--- config.mk ---
export PLATFORM = sky130hd
export DESIGN_NAME = mem_arbiter
export DESIGN_NICKNAME = d
export VERILOG_FILES = /design/src/rtl/ant_pkg.sv /design/src/rtl/lsu_align.sv /design/src/rtl/mem_arbiter.sv
export SDC_FILE = /design/constraint.sdc
export NUM_CORES = 1
export LEC_CHECK = 0
export CORE_MARGIN = 4
export CORE_UTILIZATION = 50
export DETAILED_ROUTE_END_ITERATION = 8
export DONT_BUFFER_PORTS = 1
export RECOVER_POWER = 50
export SLEW_MARGIN = 20
export SYNTH_ARGS = -nofsm -noshare
export SYNTH_HDL_FRONTEND = slang
export SYNTH_SLANG_ARGS = --single-unit
--- constraint.sdc ---
create_clock -name clock -period 3 [get_ports clock]
set_input_delay 0.45 -clock clock [delete_from_list [all_inputs] [get_ports clock]]
set_output_delay 0.45 -clock clock [all_outputs]
set_load 0.1 [all_outputs]
--- src/rtl/ant_pkg.sv ---
// Shared types and constants for the memory arbiter and its load/store aligner.
package ant_pkg;

    // Load/store access size as encoded on ls_size.
    typedef enum logic [1:0] {
        SIZE_BYTE    = 2'b00,
        SIZE_HALF    = 2'b01,
        SIZE_WORD    = 2'b10,
        SIZE_ILLEGAL = 2'b11
    } size_e;

    // Arbiter state: which access (if any) owns the memory port this cycle.
    typedef enum logic [1:0] {
        IDLE      = 2'b00,
        SERVE_IF  = 2'b01,
        SERVE_LS  = 2'b10,
        SERVE_ERR = 2'b11
    } state_e;

    // Byte-lane write enables.
    localparam logic [3:0] BE_NONE    = 4'b0000;
    localparam logic [3:0] BE_BYTE0   = 4'b0001;
    localparam logic [3:0] BE_HALF_LO = 4'b0011;
    localparam logic [3:0] BE_HALF_HI = 4'b1100;
    localparam logic [3:0] BE_WORD    = 4'b1111;

    // An access is misaligned when it does not fit its natural boundary;
    // the illegal size code is treated the same way.
    function automatic logic is_misaligned(size_e size, logic [1:0] addr_lo);
        case (size)
            SIZE_BYTE: return 1'b0;
            SIZE_HALF: return addr_lo[0];
            SIZE_WORD: return (addr_lo != 2'b00);
            default:   return 1'b1;
        endcase
    endfunction

endpackage

--- src/rtl/lsu_align.sv ---
// Combinational store-data replication / byte-enable generation and
// load-data extraction with sign or zero extension.
module lsu_align
    import ant_pkg::*;
(
    input  size_e       size,
    input  logic [1:0]  addr_lo,
    input  logic        ld_unsigned,
    input  logic [31:0] wdata,
    input  logic [31:0] rdata,
    output logic [31:0] wdata_aligned,
    output logic [3:0]  byte_en,
    output logic [31:0] rdata_ext
);

    logic [31:0] rdata_shifted;

    // Replicate store data across lanes and pick the addressed lane(s) of read data.
    always_comb begin
        // NOTE: every output gets a default first so no path can infer a latch.
        wdata_aligned = '0;
        byte_en       = BE_NONE;
        rdata_ext     = '0;
        rdata_shifted = rdata >> {addr_lo, 3'b000};
        case (size)
            SIZE_BYTE: begin
                wdata_aligned = {4{wdata[7:0]}};
                byte_en       = BE_BYTE0 << addr_lo;
                rdata_ext     = ld_unsigned ? {24'b0, rdata_shifted[7:0]}
                                            : {{24{rdata_shifted[7]}}, rdata_shifted[7:0]};
            end
            SIZE_HALF: begin
                wdata_aligned = {2{wdata[15:0]}};
                byte_en       = addr_lo[1] ? BE_HALF_HI : BE_HALF_LO;
                rdata_ext     = ld_unsigned ? {16'b0, rdata_shifted[15:0]}
                                            : {{16{rdata_shifted[15]}}, rdata_shifted[15:0]};
            end
            SIZE_WORD: begin
                wdata_aligned = wdata;
                byte_en       = BE_WORD;
                rdata_ext     = rdata;
            end
            default: ;
        endcase
    end

endmodule

--- src/rtl/mem_arbiter.sv ---
// Arbitrates a fetch channel and a load/store channel onto one shared
// single-cycle memory port. Request accepted in cycle N, memory access in
// N+1, one-cycle response in N+2. Load/store wins unless fetch is starved.
module mem_arbiter
    import ant_pkg::*;
#(
    parameter int STARVE_LIMIT = 4
) (
    input  logic        clock,
    input  logic        reset_n,
    input  logic        if_req_valid,
    output logic        if_req_ready,
    input  logic [31:0] if_addr,
    output logic        if_rsp_valid,
    output logic [31:0] if_rsp_data,
    input  logic        ls_req_valid,
    output logic        ls_req_ready,
    input  logic [31:0] ls_addr,
    input  logic        ls_we,
    input  logic [1:0]  ls_size,
    input  logic        ls_unsigned,
    input  logic [31:0] ls_wdata,
    output logic        ls_rsp_valid,
    output logic [31:0] ls_rsp_data,
    output logic        ls_misaligned,
    output logic [31:0] mem_address,
    output logic [31:0] mem_write_data,
    output logic [3:0]  mem_write_enable,
    output logic        store_enable,
    input  logic [31:0] mem_read_data
);

    localparam int                   STARVE_W   = $clog2(STARVE_LIMIT + 1);
    localparam logic [STARVE_W-1:0]  STARVE_MAX = STARVE_W'(STARVE_LIMIT);

    state_e                state_q, state_d;
    logic [31:0]           addr_q, addr_d;
    logic                  we_q, we_d;
    size_e                 size_q, size_d;
    logic                  ld_unsigned_q, ld_unsigned_d;
    logic [31:0]           wdata_q, wdata_d;
    logic [STARVE_W-1:0]   starve_q, starve_d;
    logic                  if_rsp_valid_q, if_rsp_valid_d;
    logic [31:0]           if_rsp_data_q, if_rsp_data_d;
    logic                  ls_rsp_valid_q, ls_rsp_valid_d;
    logic [31:0]           ls_rsp_data_q, ls_rsp_data_d;
    logic                  ls_misaligned_q, ls_misaligned_d;

    logic                  grant_ls, grant_if, ls_req_bad;
    logic [31:0]           wdata_aligned, rdata_ext;
    logic [3:0]            byte_en;

    // Fixed-priority grant with a starvation override for fetch.
    assign grant_ls     = ls_req_valid && !(if_req_valid && (starve_q == STARVE_MAX));
    assign grant_if     = if_req_valid && !grant_ls;
    assign ls_req_bad   = is_misaligned(size_e'(ls_size), ls_addr[1:0]);
    // Ready is held low while in reset so nothing is accepted before release.
    assign ls_req_ready = reset_n && grant_ls;
    assign if_req_ready = reset_n && grant_if;

    assign if_rsp_valid  = if_rsp_valid_q;
    assign if_rsp_data   = if_rsp_data_q;
    assign ls_rsp_valid  = ls_rsp_valid_q;
    assign ls_rsp_data   = ls_rsp_data_q;
    assign ls_misaligned = ls_misaligned_q;

    lsu_align u_lsu_align (
        .size          (size_q),
        .addr_lo       (addr_q[1:0]),
        .ld_unsigned   (ld_unsigned_q),
        .wdata         (wdata_q),
        .rdata         (mem_read_data),
        .wdata_aligned (wdata_aligned),
        .byte_en       (byte_en),
        .rdata_ext     (rdata_ext)
    );

    // Next state: every state accepts a new request; no grant returns to IDLE.
    always_comb begin
        state_d       = IDLE;
        addr_d        = addr_q;
        we_d          = we_q;
        size_d        = size_q;
        ld_unsigned_d = ld_unsigned_q;
        wdata_d       = wdata_q;
        if (grant_ls) begin
            state_d       = ls_req_bad ? SERVE_ERR : SERVE_LS;
            addr_d        = ls_addr;
            we_d          = ls_we;
            size_d        = size_e'(ls_size);
            ld_unsigned_d = ls_unsigned;
            wdata_d       = ls_wdata;
        end else if (grant_if) begin
            state_d       = SERVE_IF;
            addr_d        = if_addr;
            we_d          = 1'b0;
            size_d        = SIZE_WORD;
            ld_unsigned_d = 1'b0;
            wdata_d       = '0;
        end
    end

    // Starvation counter: counts load/store wins while fetch waits, saturating.
    always_comb begin
        starve_d = starve_q;
        if (!if_req_valid || grant_if) begin
            starve_d = '0;
        end else if (grant_ls && (starve_q != STARVE_MAX)) begin
            starve_d = starve_q + STARVE_W'(1);
        end
    end

    // Memory port drive for the access in flight and the response it produces.
    always_comb begin
        mem_address      = '0;
        mem_write_data   = '0;
        mem_write_enable = BE_NONE;
        store_enable     = 1'b0;
        if_rsp_valid_d   = 1'b0;
        if_rsp_data_d    = '0;
        ls_rsp_valid_d   = 1'b0;
        ls_rsp_data_d    = '0;
        ls_misaligned_d  = 1'b0;
        case (state_q)
            SERVE_IF: begin
                mem_address    = {addr_q[31:2], 2'b00};
                if_rsp_valid_d = 1'b1;
                if_rsp_data_d  = mem_read_data;
            end
            SERVE_LS: begin
                mem_address    = {addr_q[31:2], 2'b00};
                ls_rsp_valid_d = 1'b1;
                if (we_q) begin
                    store_enable     = 1'b1;
                    mem_write_data   = wdata_aligned;
                    mem_write_enable = byte_en;
                end else begin
                    ls_rsp_data_d    = rdata_ext;
                end
            end
            SERVE_ERR: begin
                ls_rsp_valid_d  = 1'b1;
                ls_misaligned_d = 1'b1;
            end
            default: ;
        endcase
    end

    // State and response registers; reset drops anything in flight.
    always_ff @(posedge clock or negedge reset_n) begin
        if (!reset_n) begin
            state_q         <= IDLE;
            addr_q          <= '0;
            we_q            <= 1'b0;
            size_q          <= SIZE_BYTE;
            ld_unsigned_q   <= 1'b0;
            wdata_q         <= '0;
            starve_q        <= '0;
            if_rsp_valid_q  <= 1'b0;
            if_rsp_data_q   <= '0;
            ls_rsp_valid_q  <= 1'b0;
            ls_rsp_data_q   <= '0;
            ls_misaligned_q <= 1'b0;
        end else begin
            // NOTE: non-blocking updates so every flop samples pre-edge values.
            state_q         <= state_d;
            addr_q          <= addr_d;
            we_q            <= we_d;
            size_q          <= size_d;
            ld_unsigned_q   <= ld_unsigned_d;
            wdata_q         <= wdata_d;
            starve_q        <= starve_d;
            if_rsp_valid_q  <= if_rsp_valid_d;
            if_rsp_data_q   <= if_rsp_data_d;
            ls_rsp_valid_q  <= ls_rsp_valid_d;
            ls_rsp_data_q   <= ls_rsp_data_d;
            ls_misaligned_q <= ls_misaligned_d;
        end
    end

endmodule

# After elaboration in Yosys (flattened, before gate mapping)
# Cells that the tools add are included.
dict set report word_totals {
  elab_cells 75
  ff_bits 140
  input_bits 136
}
dict set report classes {
  addsub 1
  eq_ne 9
  shift 2
  reduce_logical 17
  mux 34
}
# operator n
set op_table {}
lappend op_table {{two-way mux 32 bit} 12}
lappend op_table {{one-hot mux 32 bit (3 select lines)} 2}
lappend op_table {{right shift 32 x 5 -> 16 bit} 1}
lappend op_table {{two-way mux 4 bit} 3}
lappend op_table {{one-hot mux 4 bit (3 select lines)} 1}
lappend op_table {{two-way mux 1 bit} 10}
lappend op_table {{equality test 2 bit (second input constant)} 4}
lappend op_table {{equality test 2 x 1 -> 1 bit (second input constant)} 3}
lappend op_table {{logical AND 1 bit} 6}
lappend op_table {{two-way mux 2 bit} 3}
lappend op_table {{two-way mux 3 bit} 2}
lappend op_table {{nonzero test 2 bit} 3}
lappend op_table {{logical NOT 2 bit} 2}
lappend op_table {{OR reduction 2 bit} 2}
lappend op_table {{left shift 1 x 2 -> 4 bit (first input constant)} 1}
lappend op_table {{adder 3 x 1 -> 3 bit (second input constant)} 1}
lappend op_table {{equality test 3 bit (second input constant)} 1}
lappend op_table {{logical NOT 1 bit} 3}
lappend op_table {{inequality test 3 bit (second input constant)} 1}
lappend op_table {{one-hot mux 1 bit (3 select lines)} 1}
lappend op_table {{logical OR 1 bit} 1}

# Longest topological paths before layout
dict set report logic_depth {
  ltp_word 8
  mapped_depth 7
  depth_no_buf 6
}

# By module
# A second synthesis with hierarchy kept.
dict set report hier_totals {
  cells_unflattened 698
  hier_area_um2 7096.8
}
# mod cells_per_inst instances area_each_um2 seq_area_each_um2
set by_module_without_submodules {}
lappend by_module_without_submodules {mem_arbiter 511 1 5929.4 3503.4}
lappend by_module_without_submodules {lsu_align 187 1 1167.4 0.0}

# Worst setup path before layout
# Ideal clock, no wire load.
dict set report synth_path {
  path_type {flip-flop to output port}
  startpoint {register size_q[0]}
  endpoint {output mem_write_data[13]}
  path_buffers 3
  setup_slack_ns -0.017
  t_required_ns 2.550
  arrival_ns 2.567
  path_stages_with_launch 6
  path_cell_list {dfrtp_1 > buf_4 > clkbuf_1 > clkbuf_1 > a21o_1 > a21oi_1}
}
dict set report synth_via {
  elab_chain_len 4
  word_cells_on_any_way 6
  cone_classes {eq/ne (2); mux (3); reduce/logical (1)}
}
# element line_no
set synth_rtl {}
lappend synth_rtl {{from (decl)} mem_arbiter.sv:39} ;# size_e size_q, size_d;
lappend synth_rtl {{from (signal assigned)} mem_arbiter.sv:169} ;# size_q <= size_d;
lappend synth_rtl {{equality test 2 bit, or another cell as far along} lsu_align.sv:25} ;# case (size)
lappend synth_rtl {{one-hot mux 32 bit (3 select lines) *} lsu_align.sv:25}
lappend synth_rtl {{two-way mux 32 bit *} mem_arbiter.sv:133} ;# if (we_q) begin
lappend synth_rtl {{two-way mux 32 bit *} mem_arbiter.sv:124} ;# case (state_q)
lappend synth_rtl {{to (decl)} mem_arbiter.sv:27} ;# output logic [31:0] mem_write_data,
# Every way passes the cells marked *; elsewhere a longest branch is shown, timed or not.

# Worst setup path in the final report
dict set report layout_path {
  startpoint {register size_q[1]}
  endpoint {output mem_write_enable[0]}
}
dict set report layout_via {
  elab_chain_len 4
  word_cells_on_any_way 6
  cone_classes {eq/ne (2); mux (3); reduce/logical (1)}
}
# element line_no
set layout_rtl {}
lappend layout_rtl {{equality test 2 bit, or another cell as far along} lsu_align.sv:25}
lappend layout_rtl {{one-hot mux 4 bit (3 select lines) *} lsu_align.sv:25}
lappend layout_rtl {{two-way mux 4 bit *} mem_arbiter.sv:133}
lappend layout_rtl {{two-way mux 4 bit *} mem_arbiter.sv:124}
lappend layout_rtl {{to (decl)} mem_arbiter.sv:28} ;# output logic [3:0] mem_write_enable,
# Marked as above.

==> results.txt <==
- Gr ovfl total: 0
- STA classifies the critical path endpoint as an output port.
* Post-synthesis register bit count: 140
* Clock Tree Buf Depth: 2
- The setup path with the least slack is of type reg -> out.
- Nets: ~830
* Placed inst area: 7800 µm²
- Total number of placement rows: 41
- The area growth from synthesis to layout is 26.5%.
- Die Outline Area: 15300 µm²
* Post-synth cell types: 40
- Derived from the worst setup path, the maximum achievable clock frequency is 0.363 GHz.
- Measured along the x axis, the die boundary spans approximately 120 µm.
* Critical-path cell with the highest stage delay: sky130_fd_sc_hd__a21oi_1
- Among cell families on the critical path, the largest total delay comes from compound AO/OA/AOI/OAI gates.
- Critical Path RT: ~2.6 ns
- After detailed routing, the number of remaining DRC violations is 0.
- Root Buffer Master: sky130_fd_sc_hd__clkbuf_16
* Post-CTS clock slew at the launch and capture registers of the worst setup and hold paths: 0.06 ns
* Hold Fails Final Rpt: 140
* Critical Path Most Common Cell: sky130_fd_sc_hd__buf_12
- Worst reg2reg path depth: 7
- Clock tree from TritonCTS: yes
* Area inside the core boundary: 12900 µm²
- Maximum fanout count along the critical path: 30
* Wire length on met2: 9420 µm
* Max Used Layer: met4
- Number of cells produced by synthesis: between 600 and 700
- At the end of routability-driven placement, the weighted congestion stood at 0.821.
- Port Buffers: 0
- Setup repair after global routing left no endpoint under its margin.
- The initial antenna violation count is 0.
- Buffer and inverter count on the worst path: 2
- For this design the top-level I/O count stands at ~270.
- The number of global-route vias before repair was 5383.
- Sorting the synthesized cells by area gives the leading types as sky130_fd_sc_hd__dfrtp_1 52%, sky130_fd_sc_hd__a21o_1 5.6%, sky130_fd_sc_hd__mux2i_1 4.9%.
- The max-slew violation total from the final report came to 0.
- The final reports fail on negative hold slack.
* Global-route usage over all layers: 24.9%
* Routed via count: about 5200
- On the worst path, the slowest cell contributes a delay of 0.62 ns.
- Setup violations remaining at the end of the flow were counted as 0.
- Dpl ws: 0.561 ns
- The worst pin sits at a relative slew slack of 11.8%.
- Counting the buffers created by CTS gives 17.
- In this run, the number of DRC markers left after iteration 0 of detailed routing was 458.
* Final Instance Area: 8450 µm²
- Portion of the post-synthesis area used by sequential elements: between 50% and 60%
* First drt pass iteration count: 5
* Fraction of the core area covered by cells at the end of the flow: 65.6%
* Min Hold Slack: -0.269 ns
- Least-Margin Pin Slew: between 1 and 1.5 ns
- Warnings, synthesis: 0
- For this configuration, the core starts out at a cell density of 51.9%.
- Skew final: between 0.01 and 0.015 ns
* DRT Wirelength: 18900 µm
- Adding up every negative setup slack in the final design gives 0 ns.
- Synthesized area: between 6000 and 7000 µm²
- Endpoint of the lowest-slack register-to-register path: wdata_q[0]
- Power spread over the standard cell area amounts to 680 nW/µm².
- The count of nets left with antenna violations once routing finished came out at 0.
* Largest net degree at the start of global routing: roughly 140
- DRT met1 WL: between 7000 and 8000 µm
- The min-delay analysis places its worst path in the category in -> async.
- Maxcap violations: 0
- Worst IR drop on VDD: 0.325 mV
* Element type at the critical path start: register
* Post-Syn Area per Cell: 10.4 µm²
* Wire length per cell: 21.7 µm
- Dividing the detail-routed via count by the number of cells gives 5.96.
* Later-pin clock latency in the skew report: 0.41 ns
- Met3 WL post-DR: slightly above 2000 µm
- Summed over all cells, the static leakage comes to 4.11 nW.
* Post-layout min period: approximately 2.8 ns
* Arr. time, crit path: approximately 2.3 ns
- Worst-case setup margin in the final layout: 0.247 ns
- Critical path cell sequence: buf_12 -> a21oi_1 -> nor2b_2 -> buf_12
- Wire length of the first global-routing pass: just under 30000 µm
- Of the post-synthesis cell area, the dominant cell type holds between 50% and 60%.
* Number of clock sinks: 140
- Reg2Reg Setup Slack: 0.61 ns
* Share of post-route cells with drive strength above 1: between 20% and 30%
* Count of H-tree levels built during CTS: 4
- Worst reg2reg startpoint: starve_q[0]
- Final critical-path share of the clock period: 91.8%
- The flow ran to the end, but the final reports show violations.
- After legalization and detailed placement, the total HPWL measured 13300 µm.
* Synth area leader: sky130_fd_sc_hd__dfrtp_1
- Vert. Die Dim: 124 µm
-- routing by layer --
metal,vias up,track usage (%)
li1,2338,-
met1,2592,30.3
met2,238,41.1
met3,23,9.36
met4,0,7.89
met5,-,0
-- repair_timing --
item,4_1_cts,5_1_grt
buffers inserted,0,0
endpoints found under the hold margin,140,140
setup endpoints to repair,0,9
gates resized for setup,0,2
-- registers in the layout (all words and copies together) (netlist names), 2 cells and up --
name / count
starve_q: 3
if_rsp_data: 32
addr_q: 32
size_q: 2
state_q: 2
wdata_q: 32
ls_rsp_data: 32
-- cells in the final DEF, fill, tap and decap left out, types with 2 or more instances in the layout --
master / n
sky130_fd_sc_hd__dfrtp_1: 140
sky130_fd_sc_hd__nand2_1: 50
sky130_fd_sc_hd__a21o_1: 50
sky130_fd_sc_hd__buf_4: 47
sky130_fd_sc_hd__and3_1: 37
sky130_fd_sc_hd__nand3_1: 34
sky130_fd_sc_hd__nor2b_2: 34
sky130_fd_sc_hd__mux2i_1: 33
sky130_fd_sc_hd__o21ai_0: 32
sky130_fd_sc_hd__buf_12: 30
sky130_fd_sc_hd__a21oi_2: 24
sky130_fd_sc_hd__and2_1: 23
sky130_fd_sc_hd__and2_0: 17
sky130_fd_sc_hd__o31ai_1: 17
sky130_fd_sc_hd__clkbuf_16: 17
sky130_fd_sc_hd__inv_1: 11
sky130_fd_sc_hd__nand2b_1: 11
sky130_fd_sc_hd__mux2_2: 8
sky130_fd_sc_hd__a22o_1: 8
sky130_fd_sc_hd__a221o_1: 7
sky130_fd_sc_hd__a22oi_1: 7
sky130_fd_sc_hd__o2bb2ai_1: 7
sky130_fd_sc_hd__a21oi_1: 6
sky130_fd_sc_hd__ha_1: 5
sky130_fd_sc_hd__bufinv_16: 5
sky130_fd_sc_hd__nor2_1: 4
sky130_fd_sc_hd__nor3_1: 4
sky130_fd_sc_hd__o21a_1: 3
sky130_fd_sc_hd__clkinvlp_4: 3
sky130_fd_sc_hd__or4b_1: 2
sky130_fd_sc_hd__nor2b_1: 2
sky130_fd_sc_hd__o21bai_1: 2
sky130_fd_sc_hd__or2_2: 2
sky130_fd_sc_hd__conb_1: 2
sky130_fd_sc_hd__clkbuf_8: 2
sky130_fd_sc_hd__clkinv_2: 2
-- Yosys cell counts --
cell type                   count
sky130_fd_sc_hd__and3_1        37
sky130_fd_sc_hd__nor4bb_1       1
sky130_fd_sc_hd__or2_2          2
sky130_fd_sc_hd__or4b_1         2
sky130_fd_sc_hd__clkbuf_1      42
sky130_fd_sc_hd__conb_1         1
sky130_fd_sc_hd__clkinv_1       1
sky130_fd_sc_hd__nand2b_1      11
sky130_fd_sc_hd__a221o_1        7
sky130_fd_sc_hd__nor3_1         4
sky130_fd_sc_hd__or3_1          1
sky130_fd_sc_hd__mux2_2         8
sky130_fd_sc_hd__buf_4          4
sky130_fd_sc_hd__a22oi_1        7
sky130_fd_sc_hd__nor2_2         1
sky130_fd_sc_hd__o21ai_0       32
sky130_fd_sc_hd__o22ai_1        1
sky130_fd_sc_hd__and2_1        40
sky130_fd_sc_hd__nor2_1         4
sky130_fd_sc_hd__nor2b_1       36
sky130_fd_sc_hd__xnor2_1        1
sky130_fd_sc_hd__o21bai_1       2
sky130_fd_sc_hd__a21oi_1       30
sky130_fd_sc_hd__a21o_1        50
sky130_fd_sc_hd__dfrtp_1      140
sky130_fd_sc_hd__o21a_1         3
sky130_fd_sc_hd__a22o_1         8
sky130_fd_sc_hd__nand2_1       50
sky130_fd_sc_hd__inv_1         10
sky130_fd_sc_hd__a221oi_4       1
sky130_fd_sc_hd__buf_1          1
sky130_fd_sc_hd__nor3b_4        1
sky130_fd_sc_hd__o31ai_1       17
sky130_fd_sc_hd__buf_2          8
sky130_fd_sc_hd__mux4_2         1
sky130_fd_sc_hd__and3b_1        1
sky130_fd_sc_hd__ha_1           5
sky130_fd_sc_hd__o2bb2ai_1      7
sky130_fd_sc_hd__nand3_1       34
sky130_fd_sc_hd__mux2i_1       33
-- worst register-to-register path, delay by kind of cell (launching register included) --
| kind | cells | cell delay (ns) |
|---|---|---|
| DFF | 1 | 0.38 |
| buffers and inverters | 3 | 1.42 |
| AOI/OAI and AO/OA | 1 | 0.15 |
| adders and majority gates | 1 | 0.19 |
| and+or+nand+nor | 2 | 0.19 |
-- cells by family after synthesis --
family	after synthesis	synth area share (%)
fa+ha+maj	5	0.936
xor+xnor	1	0.131
compound gates	165	17.0
buf+inv	66	4.08
other cells	1	0.0561
mux	42	6.63
flops	140	52.4
simple gates	225	18.7
-- where the power goes --
group	internal (W)	total, W	switching, W
registers	0.00201	0.00245	0.000437
logic	0.000300	0.00100	0.000703
clock network	0.00151	0.00230	0.000788
-- metrics by stage --
| stage | power, W | instances |
|---|---|---|
| floorplan | 0.00325 | 646 |
| global placement | 0.00347 | 840 |
| detailed placement | 0.00349 | 840 |
| CTS | 0.00578 | 870 |
| global route | 0.00594 | 870 |
| finish | 0.00575 | 871 |
-- worst max path at each step --
stage,from,end,slack (ns),depth (start not counted)
after global placement,size_q[1],mem_write_data[20],0.55,5
after CTS,size_q[1],mem_write_data[19],0.09,5
after floorplan,state_q[0],mem_write_data[22],0.003,5
after detailed placement,size_q[1],mem_write_data[19],0.56,5
final,size_q[1],mem_write_enable[0],0.25,4
after global routing,state_q[0],mem_write_enable[0],0.05,6
-- layout make-up --
type	count	area (µm²)
inverters	11	41.3
multi-input cells	440	3090
repair buffers	77	953
diodes	1	2.50
clock inverters	11	191
well taps	172	215
fillers	1008	4420
flip-flops and latches	140	3500
clock buffers	19	453
(Power assumes the default switching activity.)
==> RTL edit: new RTL, same settings <==
Remove the case item `SIZE_BYTE` of the case on `size`.
--- a/src/rtl/lsu_align.sv
+++ b/src/rtl/lsu_align.sv
@@ -23,12 +23,6 @@
         rdata_ext     = '0;
         rdata_shifted = rdata >> {addr_lo, 3'b000};
         case (size)
-            SIZE_BYTE: begin
-                wdata_aligned = {4{wdata[7:0]}};
-                byte_en       = BE_BYTE0 << addr_lo;
-                rdata_ext     = ld_unsigned ? {24'b0, rdata_shifted[7:0]}
-                                            : {{24{rdata_shifted[7]}}, rdata_shifted[7:0]};
-            end
             SIZE_HALF: begin
                 wdata_aligned = {2{wdata[15:0]}};
                 byte_en       = addr_lo[1] ? BE_HALF_HI : BE_HALF_LO;
Formal check against the unedited RTL: not equivalent (Yosys sat finds a counterexample within 4 cycles, from zero or initial values and one cycle with reset_n low).
==> RTL edit against the unedited design <==
- the flow still finishes with violations (hold timing)
- power decreased by 5.8%
- first-iteration DRC count down 35%
- setup slack got worse by 0.047 ns
- clock skew fell by 0.0051 ns
- non-clock buffer count rose by 1
- routed wire length decreased by 6.6%
- sequential cell count did not move
- synthesized area is 1.5% lower
- final area is 4.1% lower
- sequential power down 4%
- final cell count down 2.9%
==> RTL edit: results (changes against the unedited design) <==
status=finished with violations; failing checks=hold timing; R2R Setup Slk=0.42 ns (-0.19 ns); R2R depth=6 (-1); RR Startpoint=state_q[0]; Leakage Power=4.062 nW (-1.2%); layout cells sized above 1=0.2582 (+0.0002806); reg2reg end=ls_rsp_data[5]; Crit Path Max Fanout=19 (-37%); Syn Inst Count=617 (-4.3%); first-pass GRT wire length=27860 um (-5.1%); Hold Slack=-0.2639 ns (+0.005072 ns); clock skew=0.005288 ns (-0.005142 ns); synth top area cells=dfrtp_1 53%, mux2i_1 5.6%, and2_1 4.7%; met3 GRT Util=0.09954 (+0.005988); DP Worst Slack=0.6069 ns (+0.04576 ns); final std cells w/o fill=846 (-2.9%); Via-to-Cell Ratio=5.752 (-3.5%); total wire length=17640 um (-6.6%); GRT Overall Usage=0.2378 (-0.01140); synth unique cells=42 (+5.0%); peak supply drop=0.3526 mV (+8.6%); Final GP Congestion=0.7563 (-7.9%); # nets final=804 (-2.9%); Worst Max-Slew Pin Slew=1.443 ns (+0.1216 ns); Net Sw Frac=0.3268 (-0.008788); Commonest cells post-synth=140 x dfrtp_1, 49 x and2_1, 38 x a21o_1; final hold violations=140 (unchanged); met1 Usage GRT=0.2781 (-0.02516); DPL Wire Length=12390 um (-6.8%); n_diodes=0 (-1); Placed Cells=814 (-3.1%)
## RTL edit: cell count changes after synthesis, sizes merged, moves of 12 or more
cell / change
nand2: -31
nor2: +21
clkbuf: -13
o31ai: -16
a21o: -12
buf: +12
## RTL edit: layer usage
layer / part of all wire / routed length, um / vias to the layer above
met4: 0.015 / 266 / 0
met5: 0 / 0 / -
met1: 0.37 / 6447 / 2434
met2: 0.52 / 9095 / 192
li1: - / - / 2220
met3: 0.10 / 1828 / 20
## RTL edit: worst max path at each step
stage                                    end  slack [ns]  cells past startpoint
after floorplan           mem_write_data[30]        0.12                      6
after global placement    mem_write_data[13]        0.69                      7
after detailed placement   mem_write_data[8]        0.61                      7
after CTS                  mem_write_data[8]        0.16                      7
after global routing       mem_write_data[4]        0.07                      7
final                      mem_write_data[8]        0.20                      7
## RTL edit: cells by family after synthesis
group,Yosys count,synth area share
and+or+nand+nor,219,0.1931
AOI/OAI and AO/OA,142,0.1447
DFF,140,0.5322
buffers and inverters,65,0.04942
muxes,42,0.06539
adders and majority gates,7,0.01330
other,1,0.0005697
xor gates and xnor gates,1,0.001331
## RTL edit: worst max-delay path, stage by stage, from the launching register on
cell	delay (ns)
dfrtp_1	0.38
inv_1	0.09
ha_2	0.29
nand3b_4	0.39
nor2_1	0.21
buf_4	0.20
and2_1	0.19
buf_12	0.18
## RTL edit: power groups by stage
stage               Clock [W]  Sequential (W)  Combinational (W)
floorplan                   0         0.00235           0.000765
detailed placement          0         0.00239           0.000926
CTS                   0.00219         0.00235           0.000927
global route          0.00227         0.00237           0.000978
finish                0.00214         0.00235           0.000921
global placement            0         0.00238           0.000914
## RTL edit: final cells by class
cell class,count,area [um2]
fillers,1017,4666
clock buffers,22,474.2
repair buffers,78,844.6
flip-flops and latches,140,3503
multi-input cells,413,2890
inverters,11,41.29
well taps,172,215.2
clock inverters,10,138.9
## RTL edit: per-stage QoR
step / cell area (um2) / utilization
detailed placement: 7498 / 0.5870
global placement: 7498 / 0.5870
floorplan: 6591 / -
global route: 8108 / 0.6347
CTS: 8112 / 0.6350
finish: 8108 / 0.6347
